===== config.mk =====
export PLATFORM = sky130hd
export DESIGN_NAME = if_fetch_stage
export DESIGN_NICKNAME = d
export VERILOG_FILES = /design/src/rtl/if_pkg.sv /design/src/rtl/fetch_buffer.sv /design/src/rtl/if_fetch_stage.sv
export SDC_FILE = /design/constraint.sdc
export NUM_CORES = 1
export LEC_CHECK = 0
export CORE_MARGIN = 4
export CORE_UTILIZATION = 64
export CTS_CLUSTER_DIAMETER = 60
export DETAILED_ROUTE_END_ITERATION = 10
export DONT_BUFFER_PORTS = 1
export GPL_ROUTABILITY_DRIVEN = 0
export HOLD_SLACK_MARGIN = 0.03
export PLACE_DENSITY = 0.8
export SLEW_MARGIN = 5
export SYNTH_ARGS = -nofsm -noshare
export SYNTH_HDL_FRONTEND = slang
export SYNTH_HIERARCHICAL = 1
export SYNTH_SLANG_ARGS = --single-unit
export TNS_END_PERCENT = 1

===== constraint.sdc =====
create_clock -name clk -period 11.6 [get_ports clk]
set_clock_uncertainty 0.2 [all_clocks]
set_input_delay 1.16 -clock clk [delete_from_list [all_inputs] [get_ports clk]]
set_output_delay 1.16 -clock clk [all_outputs]
set_load 0.02 [all_outputs]

===== src/rtl/if_pkg.sv =====
`default_nettype none
// ============================================================================
// Module      : if_pkg
// Description : Shared types and constants for the instruction-fetch stage.
// Revision    : 1.0 - initial release
// ============================================================================
package if_pkg;

    localparam int          XLEN      = 32;
    localparam logic [31:0] NOP_INSTR = 32'h0000_0013;

    typedef struct packed {
        logic [XLEN-1:0] pc;
        logic [XLEN-1:0] instr;
        logic            filled;
    } fetch_entry_t;

    // Pointer width for a power-of-two buffer depth (minimum 1 bit).
    function automatic int ptr_width(input int depth);
        int w;
        w = 1;
        while ((1 << w) < depth) w++;
        return w;
    endfunction

endpackage
`default_nettype wire


===== src/rtl/fetch_buffer.sv =====
`default_nettype none
// ============================================================================
// Module      : fetch_buffer
// Description : In-order allocate/fill/pop circular buffer with flush.
// Revision    : 1.0 - initial release
// ============================================================================
module fetch_buffer
    import if_pkg::*;
#(
    parameter int DEPTH = 4,
    parameter int PW    = ptr_width(DEPTH)
) (
    input  logic            clk,
    input  logic            rst,
    input  logic            flush,
    input  logic            alloc,
    input  logic [XLEN-1:0] alloc_pc,
    input  logic            fill,
    input  logic [XLEN-1:0] fill_data,
    input  logic            pop,
    output logic [PW:0]     alloc_cnt,
    output logic [PW:0]     unfilled_cnt,
    output fetch_entry_t    head
);

    fetch_entry_t  r_entries [DEPTH];
    logic [PW-1:0] r_head;
    logic [PW-1:0] r_tail;
    logic [PW-1:0] r_fill_ptr;
    logic [PW:0]   r_alloc_cnt;
    logic [PW:0]   r_unfilled_cnt;
    logic          w_fill_ok;

    // A response with no unfilled entry waiting has nowhere to go.
    assign w_fill_ok = fill && (r_unfilled_cnt != '0);

    always_ff @(posedge clk or posedge rst) begin
        if (rst) begin
            for (int i = 0; i < DEPTH; i++) begin
                r_entries[i] <= '0;
            end
            r_head         <= '0;
            r_tail         <= '0;
            r_fill_ptr     <= '0;
            r_alloc_cnt    <= '0;
            r_unfilled_cnt <= '0;
        end else if (flush) begin
            for (int i = 0; i < DEPTH; i++) begin
                r_entries[i].filled <= 1'b0;
            end
            r_tail         <= r_head;
            r_fill_ptr     <= r_head;
            r_alloc_cnt    <= '0;
            r_unfilled_cnt <= '0;
        end else begin
            if (alloc) begin
                r_entries[r_tail].pc     <= alloc_pc;
                r_entries[r_tail].filled <= 1'b0;
                r_tail                   <= r_tail + 1'b1;
            end
            if (w_fill_ok) begin
                r_entries[r_fill_ptr].instr  <= fill_data;
                r_entries[r_fill_ptr].filled <= 1'b1;
                r_fill_ptr                   <= r_fill_ptr + 1'b1;
            end
            // Clearing filled on pop keeps an empty head slot from looking valid.
            if (pop) begin
                r_entries[r_head].filled <= 1'b0;
                r_head                   <= r_head + 1'b1;
            end
            r_alloc_cnt    <= r_alloc_cnt + (PW+1)'(alloc) - (PW+1)'(pop);
            r_unfilled_cnt <= r_unfilled_cnt + (PW+1)'(alloc) - (PW+1)'(w_fill_ok);
        end
    end

    assign alloc_cnt    = r_alloc_cnt;
    assign unfilled_cnt = r_unfilled_cnt;
    assign head         = r_entries[r_head];

endmodule
`default_nettype wire


===== src/rtl/if_fetch_stage.sv =====
`default_nettype none
// ============================================================================
// Module      : if_fetch_stage
// Description : Fetch PC, imem request logic and wrong-path drop counter.
// Revision    : 1.0 - initial release
// ============================================================================
module if_fetch_stage
    import if_pkg::*;
#(
    parameter logic [31:0] RESET_PC   = 32'h0000_0000,
    parameter int          FIFO_DEPTH = 4
) (
    input  logic        clk,
    input  logic        rst,
    input  logic        stall_in,
    input  logic        redirect_valid,
    input  logic [31:0] redirect_pc,
    output logic        imem_req,
    output logic [31:0] imem_addr,
    input  logic        imem_gnt,
    input  logic        imem_rvalid,
    input  logic [31:0] imem_rdata,
    output logic        if_valid,
    output logic [31:0] pc_out,
    output logic [31:0] pc_plus4_out,
    output logic [31:0] instr_out
);

    localparam int c_ptr_w = ptr_width(FIFO_DEPTH);

    logic [31:0]        r_fetch_pc;
    logic [c_ptr_w:0]   r_drop_cnt;
    logic [c_ptr_w:0]   w_alloc_cnt;
    logic [c_ptr_w:0]   w_unfilled_cnt;
    logic [c_ptr_w+1:0] w_occupancy;
    fetch_entry_t       w_head;
    logic               w_grant;
    logic               w_drop_hit;
    logic               w_fill;
    logic               w_rsp_used;
    logic               w_pop;
    logic [1:0]         w_unused_redirect_lsb;

    assign w_unused_redirect_lsb = redirect_pc[1:0];

    // Stale in-flight responses still occupy capacity until they return.
    assign w_occupancy = {1'b0, w_alloc_cnt} + {1'b0, r_drop_cnt};
    assign imem_req    = !rst && !redirect_valid &&
                         (w_occupancy < (c_ptr_w+2)'(FIFO_DEPTH));
    assign imem_addr   = r_fetch_pc;
    assign w_grant     = imem_req && imem_gnt;

    assign w_drop_hit  = imem_rvalid && (r_drop_cnt != '0);
    assign w_fill      = imem_rvalid && (r_drop_cnt == '0);
    assign w_rsp_used  = w_drop_hit || (w_fill && (w_unfilled_cnt != '0));

    assign if_valid    = w_head.filled && !redirect_valid;
    assign w_pop       = if_valid && !stall_in;

    always_ff @(posedge clk or posedge rst) begin
        if (rst) begin
            r_fetch_pc <= RESET_PC;
            r_drop_cnt <= '0;
        end else if (redirect_valid) begin
            r_fetch_pc <= {redirect_pc[31:2], 2'b00};
            r_drop_cnt <= r_drop_cnt + w_unfilled_cnt - (c_ptr_w+1)'(w_rsp_used);
        end else begin
            if (w_grant) begin
                r_fetch_pc <= r_fetch_pc + 32'd4;
            end
            r_drop_cnt <= r_drop_cnt - (c_ptr_w+1)'(w_drop_hit);
        end
    end

    fetch_buffer #(
        .DEPTH (FIFO_DEPTH),
        .PW    (c_ptr_w)
    ) u_fetch_buffer (
        .clk          (clk),
        .rst          (rst),
        .flush        (redirect_valid),
        .alloc        (w_grant),
        .alloc_pc     (r_fetch_pc),
        .fill         (w_fill),
        .fill_data    (imem_rdata),
        .pop          (w_pop),
        .alloc_cnt    (w_alloc_cnt),
        .unfilled_cnt (w_unfilled_cnt),
        .head         (w_head)
    );

    assign pc_out       = w_head.pc;
    assign pc_plus4_out = w_head.pc + 32'd4;
    assign instr_out    = if_valid ? w_head.instr : NOP_INSTR;

    a_no_spurious_rsp : assert property (@(posedge clk) disable iff (rst)
        imem_rvalid |-> ((r_drop_cnt != '0) || (w_unfilled_cnt != '0)));

endmodule
`default_nettype wire


==> results of run 1 <==
## final cells by class
| class | count | area [um2] | area share, % |
|---|---|---|---|
| flip-flops and latches | 305 | 7640 | 45.8 |
| multi-input cells | 707 | 7260 | 43.5 |
| clock buffers | 55 | 1050 | 6.31 |
| well taps | 319 | 399 | 2.39 |
| clock inverters | 7 | 113 | 0.675 |
| repair buffers | 15 | 113 | 0.675 |
| inverters | 27 | 109 | 0.652 |
## Yosys cell counts (7+ instances only)
cell type / number / share of area, %
a221o_1: 8 / 0.52
a22oi_1: 12 / 0.58
and2_1: 33 / 1.3
and3_1: 10 / 0.41
and4_1: 8 / 0.45
buf_2: 24 / 0.78
buf_4: 10 / 0.49
clkbuf_1: 22 / 0.54
dfrtp_1: 305 / 50
ha_1: 24 / 1.9
inv_1: 26 / 0.63
mux2_2: 198 / 14
mux2_4: 60 / 5.8
mux4_2: 65 / 9.5
nand2_1: 46 / 1.1
nand3_1: 31 / 1.0
nand4_1: 26 / 1.1
nor2_1: 21 / 0.51
nor2b_1: 7 / 0.28
nor3_1: 11 / 0.36
nor4_1: 8 / 0.32
o211ai_1: 13 / 0.63
or4_1: 11 / 0.54
xnor2_1: 32 / 1.8
## per-stage QoR
step / instance area (um2) / cells
final: 16700 / 1435
after global routing: 16700 / 1435
after CTS: 16700 / 1435
after detailed placement: 15500 / 1373
after global placement: 15500 / 1373
after floorplan: 15400 / 1107
## metal layers
layer	wire length (um)	GRT usage (%)	vias up
met2	16400	42.0	371
met3	2790	6.18	64
met1	14200	36.9	4945
met4	764	6.94	0
li1	-	-	4064
met5	0	0	-
## worst max-delay path: stages (launching register included)
cell	delay (ns)
dfrtp_4	0.83
buf_4	0.76
mux4_2	0.53
and4_1	0.34
and2_0	0.35
nand3_1	0.16
xnor2_1	0.50
## path summary, 6_finish.rpt
kind                       slack, ns                                     start                                  endpoint
min reg2reg                     0.30  u_fetch_buffer/r_entries[34]$_DFFE_PP0P_  u_fetch_buffer/r_entries[34]$_DFFE_PP0P_
min                             0.30  u_fetch_buffer/r_entries[34]$_DFFE_PP0P_  u_fetch_buffer/r_entries[34]$_DFFE_PP0P_
max reg2reg                     7.44      u_fetch_buffer/r_head[1]$_DFFE_PP0P_     u_fetch_buffer/alloc_cnt[2]$_DFF_PP0_
max in group asynchronous       9.14                                       rst      u_fetch_buffer/r_head[0]$_DFFE_PP0P_
min in group asynchronous       0.45                                       rst                   r_drop_cnt[2]$_DFF_PP0_
max                             6.26      u_fetch_buffer/r_head[0]$_DFFE_PP0P_                          pc_plus4_out[23]
## cells by family (layout without fill, tap and decap cells)
group | count (synthesis) | in the layout
buffers and inverters | 95 | 104
adder cells (fa/ha/maj) | 27 | 27
multiplexers | 327 | 327
AO/OA/AOI/OAI | 72 | 72
AND/OR/NAND/NOR | 233 | 233
flip-flops | 305 | 305
XOR/XNOR | 38 | 38
other | 1 | 10
## flip-flops by register name (all words and copies together) (netlist names)
signal / flops
u_fetch_buffer/r_fill_ptr: 2
r_drop_cnt: 3
u_fetch_buffer/r_tail: 2
u_fetch_buffer/unfilled_cnt: 3
u_fetch_buffer/alloc_cnt: 3
imem_addr: 30
u_fetch_buffer/r_entries: 260
u_fetch_buffer/r_head: 2
## where the power goes
part | internal [uW] | switching, uW | total (uW)
sequential | 1240 | 158 | 1400
clock | 689 | 414 | 1100
combinational | 320 | 434 | 753
==> results.md, run 1 <==
- Final Core Density: 70.9%
- Total grt overflow: 0
- Peak Freq: 187 MHz
- Adder-cell share of the synthesized area: 2.34%
- EDFF count, synth: 0
- Hpwl dp: 21.3 mm
- Asr flop ratio synth: 100%
- Drt first pass iters: 5
- Synth cell types: 57
- Final min period: 5.34 ns
- Cell area power density: 195 nW/um2
- Share of layout cells above drive strength 1: 36.4%
- Die Ht: 163 um
- Final setup vio count: 0
- DR WL/cell: 23.9 um
- Top-Level Pins: 200
- Pins over their slew limit: 0
- Peak supply drop: 155 uV
- Full die area: 26600 um2
- Row count: 56
- Final hold violation count: 0
- CTS Buf Count: 34
- Antenna violations before repair: 0
- First-pass GRT wire length: 55.5 mm
- CTS tree: yes
- Post-synthesis cell count: 1098
- Worst R2R Path Depth: 12
- Avg Cell Area, Syn: 14.0 um2
- Tightest Hold Check Type: flip-flop to flip-flop
- CP Launch Type: flip-flop
- Vias: 9444
- Fin crit share: 46.0%
- Core Area: 23500 um2
- Worst-margin pin slew: 1.05 ns
- Area grow syn2layout: 8.33%
- Pwr Total: 3250 uW
- Clock latency on the worst-skew pair: 0.50 ns
- Vias in the first global route: 10038
- Final setup margin: 6.26 ns
- Number of cells on the worst hold path: 1
- Setup WS pre-CTS: 6.69 ns
- Commonest non-fill, non-tap cell in the layout: dfrtp_1
- Synth Area in XOR/XNOR: 2.16%
- Largest net degree at the start of global routing: 125
- Initial drt markers: 629
- Critical Path AT: 3.98 ns
- WL final: 34.2 mm
- Predominant post-synthesis flop cell: dfrtp_1
- Most frequent cells in the layout: dfrtp_1 (303), mux2_2 (198), mux4_2 (65), mux2_4 (60), nand2_1 (46)
- Mux contribution to synthesized area: 30.1%
- # port buffers: 0
- Hold buffer count at CTS: 0
- GRT Util Overall: 26.3%
- Simple-Gate Fraction of Synth Area: 8.71%
- CP endpoint kind: primary output
- # fillers: 1576
- Sink Count: 305
- CTS root buffer: clkbuf_16
- Main combinational cell family by area after synthesis: multiplexers
- Post-cts sizing count: 0
- Status: complete, no violations
- Post-CTS setup buffer count: 0
- Synth warnings: 6
- Ant. Diodes: 0
- Max_slew headroom: 30.2%
- Register bit total from synthesis: 305
- # H-tree levels: 2
- Max_cap viols: 0
- Sequential share of the synthesized area: 49.6%
- Worst-case clock buffer depth: 3
- Compound-Gate Fraction of Synth Area: 3.49%
- Critical path peak fanout: 39
- Initial core utilization: 65.4%
- Post-route ant nets: 0
- Reg clk slew, reported paths: 0.06 ns
- Required time of the critical path: 10.24 ns
- DRC Markers: 0
- Critical path type: flip-flop to primary output
- Hold_ws: 0.299 ns
- Nets: 1187
- Setup TNS: 0 ns
- Die width: 163 um
- RSZ-0062 raised after global routing: no
- Drt via density: 6.58
- Leakage power: 0.00770 uW
- Synthesized area: 15400 um2
Note: power is estimated with default switching activity, not from simulation.
==> inputs of run 2 (changes only) <==
--- a/config.mk
+++ b/config.mk
@@ -6,13 +6,13 @@
 export NUM_CORES = 1
 export LEC_CHECK = 0
 export CORE_MARGIN = 4
-export CORE_UTILIZATION = 64
+export CORE_UTILIZATION = 58
 export CTS_CLUSTER_DIAMETER = 60
 export DETAILED_ROUTE_END_ITERATION = 10
 export DONT_BUFFER_PORTS = 1
 export GPL_ROUTABILITY_DRIVEN = 0
 export HOLD_SLACK_MARGIN = 0.03
-export PLACE_DENSITY = 0.8
+export PLACE_DENSITY = 0.76
 export SLEW_MARGIN = 5
 export SYNTH_ARGS = -nofsm -noshare
 export SYNTH_HDL_FRONTEND = slang
==> constraint.sdc (replaced) <==
create_clock -name clk -period 4.75 [get_ports clk]
set_clock_uncertainty 0.2 [all_clocks]
set_input_delay 0.475 -clock clk [delete_from_list [all_inputs] [get_ports clk]]
set_output_delay 0.475 -clock clk [all_outputs]
set_load 0.02 [all_outputs]
==> results.md, run 2 (same netlist as run 1, synthesis figures left out) <==
- Status: complete, no violations
- CTS tree: yes
- Commonest non-fill, non-tap cell in the layout: dfrtp_1
- Reg2reg start: u_fetch_buffer/r_head[0]$_DFFE_PP0P_
- Chain of cells forming the critical path: mux4_2, nand4_1, nor4_4, nand4_1, xnor2_1
- # H-tree levels: 1 (-1)
- Drt first pass iters: 5 (unchanged)
- Core Area: 26100 um2 (+11%)
- CP Launch Type: flip-flop
- Worst hold path startpoint: stall_in
- Largest net degree at the start of global routing: 114 (-8.8%)
- RSZ-0062 raised after global routing: no
- Vias: 9720 (+2.9%)
- Worst R2R Path Depth: 9 (-3)
- Share of layout cells above drive strength 1: 35.4% (-1.0 points)
- Number of flip-flops in the largest register: 260 (unchanged)
- Total net switching power: 2520 uW (+150%)
- Register area: 7640 um2 (about the same)
- Final hold violation count: 0 (unchanged)
- Slowest cell on the critical path: nor4_4
- WL final: 36.2 mm (+5.6%)
- Die width: 171 um (+4.8%)
- Required time of the critical path: 4.07 ns (-6.17 ns)
- Final setup vio count: 0 (unchanged)
- Worst-margin pin slew: 1.00 ns (-0.0438 ns)
- Critical path peak fanout: 26 (-33%)
- Post-route ant nets: 0 (unchanged)
- CP dominant cell by count: nand4_1
- Biggest register: u_fetch_buffer/r_entries
- DR WL/cell: 23.7 um (-0.81%)
- Final min period: 4.29 ns
- # port buffers: 0 (unchanged)
- Max_slew headroom: 33.0% (+2.9 points)
- Hold Path End: u_fetch_buffer/r_entries[130]$_DFF_PP0_
- Reg2Reg Setup Slack: 1.10 ns (-6.34 ns)
- Sink Count: 305 (unchanged)
- Peak Freq: 233 MHz
- Setup TNS: 0 ns (unchanged)
- First-pass GRT wire length: 57.2 mm (+3.1%)
- Tightest Hold Check Type: input port to flip-flop
- Max_cap viols: 0 (unchanged)
- Antenna violations before repair: 3 (+3)
- Leakage power: 0.00801 uW (+4.1%)
- Initial drt markers: 679 (+7.9%)
- Sw frac: 31.7% (+0.86 points)
- Peak supply drop: 439 uV (+180%)
- CP max stage delay: 0.83 ns (about the same)
- R2R Path End: u_fetch_buffer/alloc_cnt[0]$_DFF_PP0_
- Number of cells on the worst hold path: 2 (+1)
- Full die area: 29200 um2 (+9.8%)
- Area grow syn2layout: 13.0%
- Fin crit share: 90.4%
- Critical Path AT: 3.62 ns (-0.36 ns)
- CP endpoint kind: primary output
- Power share of the clock group: 32.0% (-1.9 points)
- Nets: 1264 (+6.5%)
- Drt via density: 6.36 (-3.3%)
- Most frequent cells in the layout: dfrtp_1 (303), mux2_2 (198), dlygate4sd3_1 (65), mux4_2 (65), mux2_4 (60)
- CTS root buffer: clkbuf_16
- Int Pwr: 5410 uW (+140%)
- CTS Buf Count: 31 (-8.8%)
- Setup WS pre-CTS: 0.997 ns (-5.69 ns)
- Final setup margin: 0.455 ns (-5.80 ns)
- Total grt overflow: 0 (unchanged)
- GRT Util Overall: 24.7% (-1.6 points)
- Reg clk slew, reported paths: 0.06 ns (about the same)
- Clock latency on the worst-skew pair: 0.56 ns (+0.06 ns)
- Row count: 59 (+5.4%)
- Critical path type: flip-flop to primary output
- Hpwl dp: 22.8 mm (+7.2%)
- # fillers: 1813 (+15%)
- Sequential power share: 43.1% (about the same)
- DRC Markers: 0 (unchanged)
- Combinational group share of total power: 24.9% (+1.8 points)
- Pins over their slew limit: 0 (unchanged)
- Multi-input gate area: 7250 um2 (-0.14%)
- Top-Level Pins: 200 (unchanged)
- Die Ht: 171 um (+4.8%)
- Initial core utilization: 59.1% (-6.3 points)
- Worst-case clock buffer depth: 3 (unchanged)
- Vias in the first global route: 10158 (+1.2%)
- Cell area power density: 455 nW/um2 (+130%)
## run 2: cell count changes in the layout (fill, tap and decap cells not counted), sizes merged
| cell | delta |
|---|---|
| dlygate4sd3 | +65 |
| clkinv | +1 |
| clkinvlp | +2 |
| clkbuf | -9 |
| buf | +15 |
| diode | +3 |
## run 2: final cells by class
type	count	share of cell area (%)
Clock inverter	10	0.769
Timing Repair Buffer	95	5.25
Tap cell	335	2.41
Antenna cell	3	0.0431
Inverter	27	0.604
Clock buffer	46	5.41
Sequential cell	305	43.9
Multi-Input combinational cell	707	41.6
## run 2: worst max-delay path: cells and delay by family (launching register included)
kind | cells | cell delay, ns
and+or+nand+nor | 3 | 1.28
DFF | 1 | 0.79
xor gates and xnor gates | 1 | 0.47
muxes | 1 | 0.49
## run 2: what timing repair did
action	in CTS	in global routing
endpoints found under the hold margin	249	0
resized for setup	0	0
hold buffers	66	0
buffers inserted	0	0
## run 2: power groups by stage
stage | Clock (uW) | Combinational (uW) | Sequential (uW)
floorplan | 0 | 1630 | 3300
global placement | 0 | 1860 | 3420
detailed placement | 0 | 1910 | 3450
CTS | 2590 | 1990 | 3410
global route | 2690 | 2140 | 3470
finish | 2540 | 1980 | 3410
## run 2: how the worst max path moves through the flow
stage / startpoint / endpoint / slack (ns) / cells past startpoint
after floorplan: rst / u_fetch_buffer/alloc_cnt[0]$_DFF_PP0_ / 0.48 / 1
after global placement: u_fetch_buffer/r_head[0]$_DFFE_PP0P_ / pc_plus4_out[25] / 1.07 / 5
after detailed placement: u_fetch_buffer/r_head[0]$_DFFE_PP0P_ / pc_plus4_out[27] / 1.0 / 5
after CTS: u_fetch_buffer/r_head[0]$_DFFE_PP0P_ / pc_plus4_out[27] / 0.39 / 5
after global routing: u_fetch_buffer/r_head[0]$_DFFE_PP0P_ / pc_plus4_out[27] / 0.17 / 5
final: u_fetch_buffer/r_head[0]$_DFFE_PP0P_ / pc_plus4_out[27] / 0.46 / 5
## run 2: stage by stage
stage | instance area (um2) | util [%] | instances | power [uW] | hold slack (ns)
floorplan | 15400 | - | 1107 | 4930 | 0.274
finish | 17400 | 66.8 | 1528 | 7930 | 0.0592
global route | 17400 | 66.8 | 1528 | 8300 | 0.0670
detailed placement | 15700 | 60.1 | 1403 | 5360 | 0.288
global placement | 15700 | 60.1 | 1403 | 5290 | 0.282
CTS | 17400 | 66.8 | 1525 | 7980 | 0.0524
## run 2: layer usage
metal | up-vias | part of all wire, % | routed length (um) | GRT usage, %
met1 | 5076 | 42 | 15200 | 34.8
met2 | 350 | 48 | 17500 | 39.9
met5 | - | 0 | 0 | 0
li1 | 4222 | - | - | -
met3 | 72 | 7.0 | 2550 | 4.92
met4 | 0 | 2.5 | 900 | 6.23
==> inputs of run 3 (changes only) <==
--- a/config.mk
+++ b/config.mk
@@ -8,6 +8,7 @@
 export CORE_MARGIN = 4
 export CORE_UTILIZATION = 58
 export CTS_CLUSTER_DIAMETER = 60
+export CTS_CLUSTER_SIZE = 8
 export DETAILED_ROUTE_END_ITERATION = 10
 export DONT_BUFFER_PORTS = 1
 export GPL_ROUTABILITY_DRIVEN = 0
==> results.md, run 3 (same netlist as run 1, synthesis figures left out) <==
- Status: complete, no violations
- Max_slew headroom: 32.2% (-0.82 points)
- Final hold violation count: 0 (unchanged)
- Setup WS pre-CTS: 0.997 ns (unchanged)
- Top-Level Pins: 200 (unchanged)
- Vias in the first global route: 10259 (+0.99%)
- Largest net degree at the start of global routing: 114 (unchanged)
- Full die area: 29200 um2 (unchanged)
- Cell area power density: 465 nW/um2 (+2.1%)
- Most frequent cells in the layout: dfrtp_1 (303), mux2_2 (198), mux4_2 (65), dlygate4sd3_1 (64), mux2_4 (60)
- Top Usage Layer GRT: met2
- GRT met2 Usage: 39.1% (-0.75 points)
- Die width: 171 um (unchanged)
- Area grow syn2layout: 13.6%
- Share of layout cells above drive strength 1: 35.4% (about the same)
- Peak Freq: 233 MHz (about the same)
- Final setup vio count: 0 (unchanged)
- CTS Buf Count: 44 (+42%)
- Setup TNS: 0 ns (unchanged)
- Hpwl dp: 22.8 mm (unchanged)
- WL final: 36.5 mm (+0.87%)
- Slowest cell on the critical path: nor4_4
- Post-cts sizing count: 0 (unchanged)
- Chain of cells forming the critical path: mux4_2, nand4_1, nor4_4, nand4_1, xnor2_1
- Sink Count: 305 (unchanged)
- Core Area: 26100 um2 (unchanged)
- Initial drt markers: 704 (+3.7%)
- Reg clk slew, reported paths: 0.05 ns (about the same)
- Fin crit share: 90.4% (about the same)
- Post-CTS setup buffer count: 0 (unchanged)
- Critical path peak fanout: 26 (unchanged)
- Final Cell Area: 17500 um2 (+0.54%)
- DRC Markers: 0 (unchanged)
- Antenna violations before repair: 3 (unchanged)
- Worst-margin pin slew: 1.01 ns (+0.0122 ns)
- Worst-case clock buffer depth: 3 (unchanged)
- Critical Path AT: 3.62 ns (about the same)
- Critical path type: flip-flop to primary output
- # H-tree levels: 2 (+1)
- Row count: 59 (unchanged)
- CTS tree: yes
- Max_cap viols: 0 (unchanged)
- RSZ-0062 raised after global routing: no
- Nets: 1276 (+0.95%)
- Drt via density: 6.42 (+0.93%)
- Biggest register: u_fetch_buffer/r_entries
- Leakage power: 0.00806 uW (+0.60%)
- Final min period: 4.30 ns (+0.000487 ns)
- Pwr Total: 8140 uW (+2.7%)
- CTS root buffer: clkbuf_16
- CP dominant cell by count: nand4_1
- Peak supply drop: 309 uV (-30%)
- Met3 Usage GRT: 6.28% (+1.4 points)
- DR WL/cell: 24.0 um (+1.3%)
- Dpl cell area: 15700 um2 (unchanged)
- Clock latency on the worst-skew pair: 0.52 ns (-0.04 ns)
- Initial core utilization: 59.1% (unchanged)
- CP max stage delay: 0.87 ns (+0.04 ns)
- First-pass GRT wire length: 57.4 mm (+0.37%)
- Commonest non-fill, non-tap cell in the layout: dfrtp_1
- Tightest Hold Check Type: input port to flip-flop
- Pins over their slew limit: 0 (unchanged)
- Total grt overflow: 0 (unchanged)
- Required time of the critical path: 4.07 ns (about the same)
- GRT Util Overall: 24.9% (+0.24 points)
- Final setup margin: 0.455 ns (-0.000487 ns)
- Drt first pass iters: 5 (unchanged)
- CP Launch Type: flip-flop
- # port buffers: 0 (unchanged)
- Post-route ant nets: 0 (unchanged)
- Number of flip-flops in the largest register: 260 (unchanged)
- M1 GR Usage: 34.9% (+0.037 points)
- CP endpoint kind: primary output
- Die Ht: 171 um (unchanged)
- Vias: 9772 (+0.53%)
- # fillers: 1794 (-1.0%)
==> run 3: cell count changes in the layout (fill, tap and decap cells not counted), moves of 2 or more <==
| cell | previous run | this run |
|---|---|---|
| clkinvlp_4 | 3 | 1 |
| clkbuf_8 | 11 | 2 |
| clkbuf_16 | 31 | 45 |
| clkinv_2 | 4 | 1 |
| bufinv_16 | 3 | 0 |
| clkbuf_1 | 4 | 1 |
==> run 3: timing repair <==
item,4_1_cts,5_1_grt
hold buffers,65,0
endpoints found under the hold margin,248,0
setup endpoints to repair,0,0
==> run 3: worst max-delay path: cells and delay by family, from the launching register on <==
| family | cells | cell delay, ns |
|---|---|---|
| muxes | 1 | 0.50 |
| and+or+nand+nor | 3 | 1.33 |
| xor gates and xnor gates | 1 | 0.47 |
| DFF | 1 | 0.79 |
==> run 3: layout make-up <==
class | count | area (um2) | share of cell area, %
inverter | 27 | 105 | 0.601
tap | 335 | 419 | 2.39
clock buffer | 48 | 1160 | 6.61
multi-input combinational | 707 | 7250 | 41.4
timing repair buffer | 94 | 903 | 5.16
sequential | 305 | 7640 | 43.6
clock inverter | 3 | 22.5 | 0.129
antenna | 3 | 7.51 | 0.0429
==> run 3: path summary, 6_finish.rpt <==
path,slack [ns],from,endpoint,cells after the start
max reg2reg,1.26,u_fetch_buffer/r_head[0]$_DFFE_PP0P_,u_fetch_buffer/alloc_cnt[2]$_DFF_PP0_,11
min,0.05,redirect_valid,imem_addr[30]$_DFFE_PP0P_,2
max,0.45,u_fetch_buffer/r_head[0]$_DFFE_PP0P_,pc_plus4_out[27],5
max in group asynchronous,2.75,rst,u_fetch_buffer/r_entries[208]$_DFFE_PP0P_,3
min in group asynchronous,0.41,rst,imem_addr[2]$_DFFE_PP0P_,3
min reg2reg,0.30,u_fetch_buffer/r_entries[101]$_DFFE_PP0P_,u_fetch_buffer/r_entries[101]$_DFFE_PP0P_,1
==> run 3: through the flow <==
stage / hold WS (ns) / util, % / std cells
2_1_floorplan: 0.274 / - / 1107
3_3_place_gp: 0.282 / 60.1 / 1403
3_5_place_dp: 0.288 / 60.1 / 1403
4_1_cts: 0.0332 / 67.1 / 1519
5_1_grt: 0.0697 / 67.2 / 1522
6_report: 0.0528 / 67.2 / 1522
==> run 3: power breakdown <==
group | internal [uW] | leakage (uW) | switching [uW] | total (uW)
Combinational | 853 | 0.00338 | 1110 | 1970
Clock | 1690 | 0.000583 | 1060 | 2750
Sequential | 3040 | 0.00410 | 386 | 3420
==> run 3: layer usage <==
layer  up-vias  share of wire (%)
met5         -                  0
met4         0                2.3
met3        81                7.8
met2       393                 48
met1      5073                 42
li1       4225                  -
